File: config.mk
export PLATFORM = sky130hd
export DESIGN_NAME = vector_multiplier
export DESIGN_NICKNAME = d
export VERILOG_FILES = /design/src/rtl/vector_unit_pkg.sv /design/src/rtl/vector_partial_product.sv /design/src/rtl/vector_multiplier.sv
export SDC_FILE = /design/constraint.sdc
export NUM_CORES = 2
export LEC_CHECK = 0
export ABC_AREA = 1
export CAP_MARGIN = 20
export CORE_AREA = 3 3 369 371
export DETAILED_ROUTE_END_ITERATION = 12
export DIE_AREA = 0 0 372 374
export PLACE_DENSITY = 0.54
export SLEW_MARGIN = 0
export SYNTH_ARGS = -nofsm -noshare
export SYNTH_HDL_FRONTEND = slang
export SYNTH_SLANG_ARGS = --single-unit
File: constraint.sdc
create_clock -name clk_i -period 3.9 [get_ports clk_i]
set_clock_uncertainty 0.15 [all_clocks]
set_input_delay 1.17 -clock clk_i [delete_from_list [all_inputs] [get_ports clk_i]]
set_output_delay 1.17 -clock clk_i [all_outputs]
set_load 0.02 [all_outputs]
File: src/rtl/vector_unit_pkg.sv
// Shared types for the vector unit: element partition, packed product vector,
// accumulator operation encodings and byte/product extension helpers.
package vector_unit_pkg;

  typedef enum logic [1:0] {
    BIT8      = 2'b00,
    BIT16     = 2'b01,
    ESZ_RSVD2 = 2'b10,
    ESZ_RSVD3 = 2'b11
  } esize_t;

  typedef union packed {
    logic [1:0][31:0] vect2;
    logic [3:0][15:0] vect4;
  } vmul_vector_t;

  localparam logic ACCUMULATE = 1'b0;
  localparam logic SATURATE   = 1'b1;

  localparam int unsigned NUM_PP = 8;

  function automatic logic signed [8:0] ext_byte(input logic [7:0] b, input logic sx);
    return {sx & b[7], b};
  endfunction

  function automatic logic [31:0] sext_pp(input logic signed [17:0] p);
    return {{14{p[17]}}, p};
  endfunction

endpackage

File: src/rtl/vector_partial_product.sv
// Combinational 9x9 signed multiplier producing one byte-pair partial product.
module vector_partial_product (
  input  logic signed [8:0]  a_i,
  input  logic signed [8:0]  b_i,
  output logic signed [17:0] p_o
);

  assign p_o = a_i * b_i;

endmodule

File: src/rtl/vector_multiplier.sv
// Two-stage packed SIMD multiplier: stage 1 registers eight byte partial
// products, stage 2 combines them into 4x16-bit or 2x32-bit results.
module vector_multiplier
  import vector_unit_pkg::*;
(
  input  logic         clk_i,
  input  logic         rst_n_i,
  input  logic [31:0]  operand_A_i,
  input  logic [31:0]  operand_B_i,
  input  esize_t       element_size_i,
  input  logic         signed_i,
  input  logic         operation_i,
  input  logic [31:0]  reg_destination_i,
  input  logic         data_valid_i,
  input  logic         stall_i,
  input  logic         flush_i,
  output vmul_vector_t vmul_result_o,
  output esize_t       element_size_o,
  output logic         operation_o,
  output logic [31:0]  reg_destination_o,
  output logic         data_valid_o
);

  logic signed [8:0]  a_ext [4];
  logic signed [8:0]  b_ext [4];
  logic signed [17:0] pp_d  [NUM_PP];
  logic signed [17:0] pp_q  [NUM_PP];

  logic         s1_valid_q, s1_valid_d;
  esize_t       s1_esize_q;
  logic         s1_op_q;
  logic [31:0]  s1_rd_q;

  logic         s2_valid_q, s2_valid_d;
  vmul_vector_t res_d, res_q;
  esize_t       s2_esize_q;
  logic         s2_op_q;
  logic [31:0]  s2_rd_q;

  logic         s1_load, s2_load;

  // In BIT16 mode only the high byte of each halfword carries the sign.
  always_comb begin
    for (int unsigned k = 0; k < 4; k++) begin
      a_ext[k] = ext_byte(operand_A_i[8*k +: 8],
                          signed_i & ((element_size_i == BIT8) | (k % 2 == 1)));
      b_ext[k] = ext_byte(operand_B_i[8*k +: 8],
                          signed_i & ((element_size_i == BIT8) | (k % 2 == 1)));
    end
  end

  // Per lane i: pp[4i+0]=lo*lo, [4i+1]=lo*hi, [4i+2]=hi*lo, [4i+3]=hi*hi.
  // In BIT8 mode lo*lo and hi*hi are exactly the byte-wise products.
  for (genvar i = 0; i < 2; i++) begin : g_lane
    for (genvar t = 0; t < 4; t++) begin : g_pp
      vector_partial_product u_pp (
        .a_i (a_ext[2*i + t/2]),
        .b_i (b_ext[2*i + t%2]),
        .p_o (pp_d[4*i + t])
      );
    end
  end

  always_comb begin
    s1_valid_d = s1_valid_q;
    s2_valid_d = s2_valid_q;
    if (flush_i) begin
      s1_valid_d = 1'b0;
      s2_valid_d = 1'b0;
    end else if (!stall_i) begin
      s1_valid_d = data_valid_i;
      s2_valid_d = s1_valid_q;
    end
  end

  assign s1_load = !stall_i && data_valid_i;
  assign s2_load = !stall_i && s1_valid_q;

  always_comb begin
    res_d = '0;
    case (s1_esize_q)
      BIT8: begin
        for (int unsigned i = 0; i < 2; i++) begin
          res_d.vect4[2*i]     = pp_q[4*i][15:0];
          res_d.vect4[2*i + 1] = pp_q[4*i + 3][15:0];
        end
      end
      BIT16: begin
        for (int unsigned i = 0; i < 2; i++) begin
          res_d.vect2[i] = (sext_pp(pp_q[4*i + 3]) << 16)
                         + ((sext_pp(pp_q[4*i + 1]) + sext_pp(pp_q[4*i + 2])) << 8)
                         + sext_pp(pp_q[4*i]);
        end
      end
      default: res_d = '0;
    endcase
  end

  always_ff @(posedge clk_i or negedge rst_n_i) begin
    if (!rst_n_i) begin
      s1_valid_q <= 1'b0;
      s1_esize_q <= BIT8;
      s1_op_q    <= ACCUMULATE;
      s1_rd_q    <= '0;
      for (int unsigned m = 0; m < NUM_PP; m++) pp_q[m] <= '0;
    end else begin
      s1_valid_q <= s1_valid_d;
      if (s1_load) begin
        s1_esize_q <= element_size_i;
        s1_op_q    <= operation_i;
        s1_rd_q    <= reg_destination_i;
        for (int unsigned m = 0; m < NUM_PP; m++) pp_q[m] <= pp_d[m];
      end
    end
  end

  always_ff @(posedge clk_i or negedge rst_n_i) begin
    if (!rst_n_i) begin
      s2_valid_q <= 1'b0;
      res_q      <= '0;
      s2_esize_q <= BIT8;
      s2_op_q    <= ACCUMULATE;
      s2_rd_q    <= '0;
    end else begin
      s2_valid_q <= s2_valid_d;
      if (s2_load) begin
        res_q      <= res_d;
        s2_esize_q <= s1_esize_q;
        s2_op_q    <= s1_op_q;
        s2_rd_q    <= s1_rd_q;
      end
    end
  end

  assign vmul_result_o     = res_q;
  assign element_size_o    = s2_esize_q;
  assign operation_o       = s2_op_q;
  assign reg_destination_o = s2_rd_q;
  assign data_valid_o      = s2_valid_q;

endmodule
==> impl_metrics.yaml <==
outcome:
  status: "complete, but fails checks"
  violations: "setup timing"
grt:
  grt_pass1_wl_microns: 203300
  met2_usage_pct: 30.13
  top_usage_layer: "met2"
  met3_usage_pct: 1.866
  use_met1_pct: 26.39
  overflow: 0
  grt_pass1_vias: 36660
  grt.total_usage_pct: 18.38
  grt_max_degree: 103
  antenna_found_initial: 2
cells_and_area:
  finalNetCount: 7116
  final_cell_area_sq_mm: 0.05839
  area_delta_synth_final_pct: 46.52
  drive_gt1_share_pct: 31.47
  stdcell_count: 7838
yosys:
  syn_area_per_cell_sq_um: 7.808
  synth_edf_count: 0
  synth_ff_type: "dfrtp_1"
  synth_most_common_cell: "nand2_1"
  yosys.area.top_type: "fa_1"
  ys_seq_elements: 276
  syn_inst: 5104
  ys_warn_count: 0
  synth.cells.most_frequent: "nand2_1 (1,323), inv_1 (1,159), fa_1 (580)"
  synth_fp_nets: 6179
  ys_seq_area_share_pct: 17.33
  synthArstFlopShare_pct: 100.0
  synth_area_leaders: "fa_1 (29%), dfrtp_1 (17%), nand2_1 (12%), ha_1 (12%), inv_1 (11%)"
  yosysTopAreaCellShare_pct: 29.14
  netlist-cell-type-count: 44
  syn_area_sq_mm: 0.03985
power_and_ir_drop:
  clkPwrFrac_pct: 7.2
  comb_power_share_pct: 83.4
  swShare_pct: 48.26
  power.density_mw_per_mm2: 907.9
  p_leak_nw: 29.98
  seqPwrFrac_pct: 9.4
  power.switching_w: 0.02559
  p_int_w: 0.02743
  peakVddDrop_mv: 0.7464
floorplanning:
  io_pins: 205
  rows: 134
  dieArea_sq_mm: 0.1391
  die_w_microns: 372
  die_y_microns: 374
  core-area_sq_mm: 0.1333
  start_util_pct: 29.90
timing:
  relSlewSlack_pct: 27.69
  tns_ns: -107.10
  rsz0062_at_grt: "yes"
  min_period_over_period_pct: 140.5
  fin_hold_ws_ns: 0.3168
  drv_slew: 0
  worst_slack_ns: -1.581
  worst_slew_pin_slew_ns: 1.084
  final.min_clock_period_ns: 5.481
  hold_viol: 0
  setup_viol: 95
  fmax_ghz: 0.1825
place:
  gp_congestion: 0.9013
  place_ws_ns: -2.817
  io_buffers: 204
  dpl_cell_area_sq_mm: 0.05057
  dp.cells: 7553
  dp.final_hpwl_microns: 102300
clocking:
  insertion_delay_ns: 0.58
  cts_sinks: 276
  cts_htree_levels: 2
  cts_tree: "yes"
  ctsRootBufferMaster: "clkbuf_16"
  clk_pin_slew_worst_paths_ns: 0.06
  clockBufferDepth: 3
  cts_inserted_buffers: 37
setup_path:
  cpPeakStageDelay_ns: 0.57
  cp-start-kind: "input pin"
  arrival_ns: 5.76
  crit_type: "input pin to register"
  crit_family: "adder cells"
  critPathRequiredTime_ns: 4.18
  crit_path_end_kind: "register"
  slowest_stage: "fa_1"
  cp_common_cell: "nand2_2"
  crit_fanout: 8
  path_buf_inv: 7
hold_path:
  hold_path.class: "register to register"
drt:
  wl_per_cell_microns: 16.60
  drcViolationCount: 0
  via_per_inst: 4.524
  dr.pass1.iters: 5
  routed_wirelength_microns: 130100
  vias: 35460
  dr.first_iter.drc_count: 1854
  antenna_left: 0
run:
  maxCapViolCount: 0
==> worst register-to-register path: stages, from the launching register on <==
cell and delay, ns:
dfrtp_1 0.41, ha_4 0.27, nand2_1 0.14, inv_1 0.05
nand2_1 0.06, nand2_1 0.07, nand2_2 0.08, nand3_4 0.10
nand2_2 0.08, inv_2 0.04, nor2_2 0.10, nor2_1 0.06
nor2_1 0.13, xor2_1 0.26, fa_1 0.50, ha_4 0.30
buf_6 0.10, buf_4 0.11, nand2_4 0.07, nor2_4 0.09
nand2_1 0.07, or2_1 0.23, nand3_1 0.09, nand2_1 0.05
nand3_1 0.07, a21oi_1 0.07
==> cell families (layout without fill, tap and decap cells) <==
logic type      count (synthesis)  count (layout)  share of synthesized area (%)
simple gates                 1789            1789                          17.65
buf+inv                      1377            2342                          13.03
fa+ha+maj                     970             970                          41.38
compound gates                544             544                          7.356
flops                         276             276                          17.33
xor+xnor                      148             148                          3.253
other cells                     0               1                              0
==> cells in the final DEF (no fill, tap or decap), types with 17 or more instances in the layout <==
cell type / instances
a21oi_1: 168
a21oi_2: 80
a21oi_4: 22
buf_12: 71
buf_4: 680
buf_6: 134
buf_8: 27
clkbuf_16: 38
clkdlybuf4s50_1: 136
dfrtp_1: 265
dlygate4sd2_1: 18
fa_1: 530
fa_2: 50
ha_1: 208
ha_4: 176
inv_1: 1061
inv_2: 94
nand2_1: 1157
nand2_2: 105
nand2_4: 62
nand3_1: 78
nand3_2: 28
nor2_1: 174
nor2_2: 54
nor2_4: 51
o21ai_0: 53
o21ai_1: 90
o21ai_2: 40
xnor2_1: 58
xor2_1: 59
xor2_2: 17
==> stage by stage <==
stage | utilization [%] | total power (W)
detailed placement | 37.94 | 0.03822
finish | 43.81 | 0.05301
CTS | 41.85 | 0.04691
global placement | 37.94 | 0.03803
global route | 43.81 | 0.05762
floorplan | - | 0.02499
==> layer usage <==
metal | up-vias | part of all wire, %
li1 | 17150 | -
met1 | 17570 | 47
met2 | 643 | 47
met3 | 104 | 4.0
met4 | 0 | 1.7
met5 | - | 0
==> timing repair <==
action,in CTS,in global routing
pin swaps,286,341
setup endpoints to repair,130,126
hold buffers,0,0
gates cloned,6,0
buffers inserted,154,88
resized for setup,729,562
==> cell type report <==
class                      count  area (sq um)
sequential                   276          6920
timing repair buffer        1101         10340
fill                       12980         74900
clock inverter                19         294.0
clock buffer                  48          1049
antenna                        1         2.502
tap                         1768          2212
multi-input combinational   3451         33070
inverter                    1174          4503
==> power by group through the flow <==
stage	sequential (W)	combinational [W]	clock (W)
after detailed placement	0.00494	0.0333	0
after global placement	0.00493	0.0331	0
after CTS	0.00494	0.0380	0.00394
final	0.00500	0.0442	0.00381
after floorplan	0.00491	0.0201	0
after global routing	0.00511	0.0485	0.00405
==> state kept, by name, indices dropped and copies added (netlist names) <==
register	count
pp_q	140
vmul_result_o	64
reg_destination_o	32
s1_rd_q	32
element_size_o	2
s1_esize_q	2
data_valid_o	1
operation_o	1
s1_op_q	1
s1_valid_q	1
==> worst paths after layout <==
check                                              from                                 to  slack, ns  cells after the start
min in group asynchronous                       rst_n_i       vmul_result_o[5]$_DFFE_PN0P_       0.46                      1
max in group asynchronous                       rst_n_i      vmul_result_o[44]$_DFFE_PN0P_       2.21                      2
worst min register to register  s1_rd_q[21]$_DFFE_PN0P_  reg_destination_o[21]$_DFFE_PN0P_       0.32                      2
worst max register to register     pp_q[23]$_DFFE_PN0P_      vmul_result_o[62]$_DFFE_PN0P_       0.03                     25
worst max-delay path                  element_size_i[1]              pp_q[105]$_DFFE_PN0P_      -1.58                     25
worst min-delay path            s1_rd_q[21]$_DFFE_PN0P_  reg_destination_o[21]$_DFFE_PN0P_       0.32                      2
No activity file was read; power rests on OpenSTA's default activity.
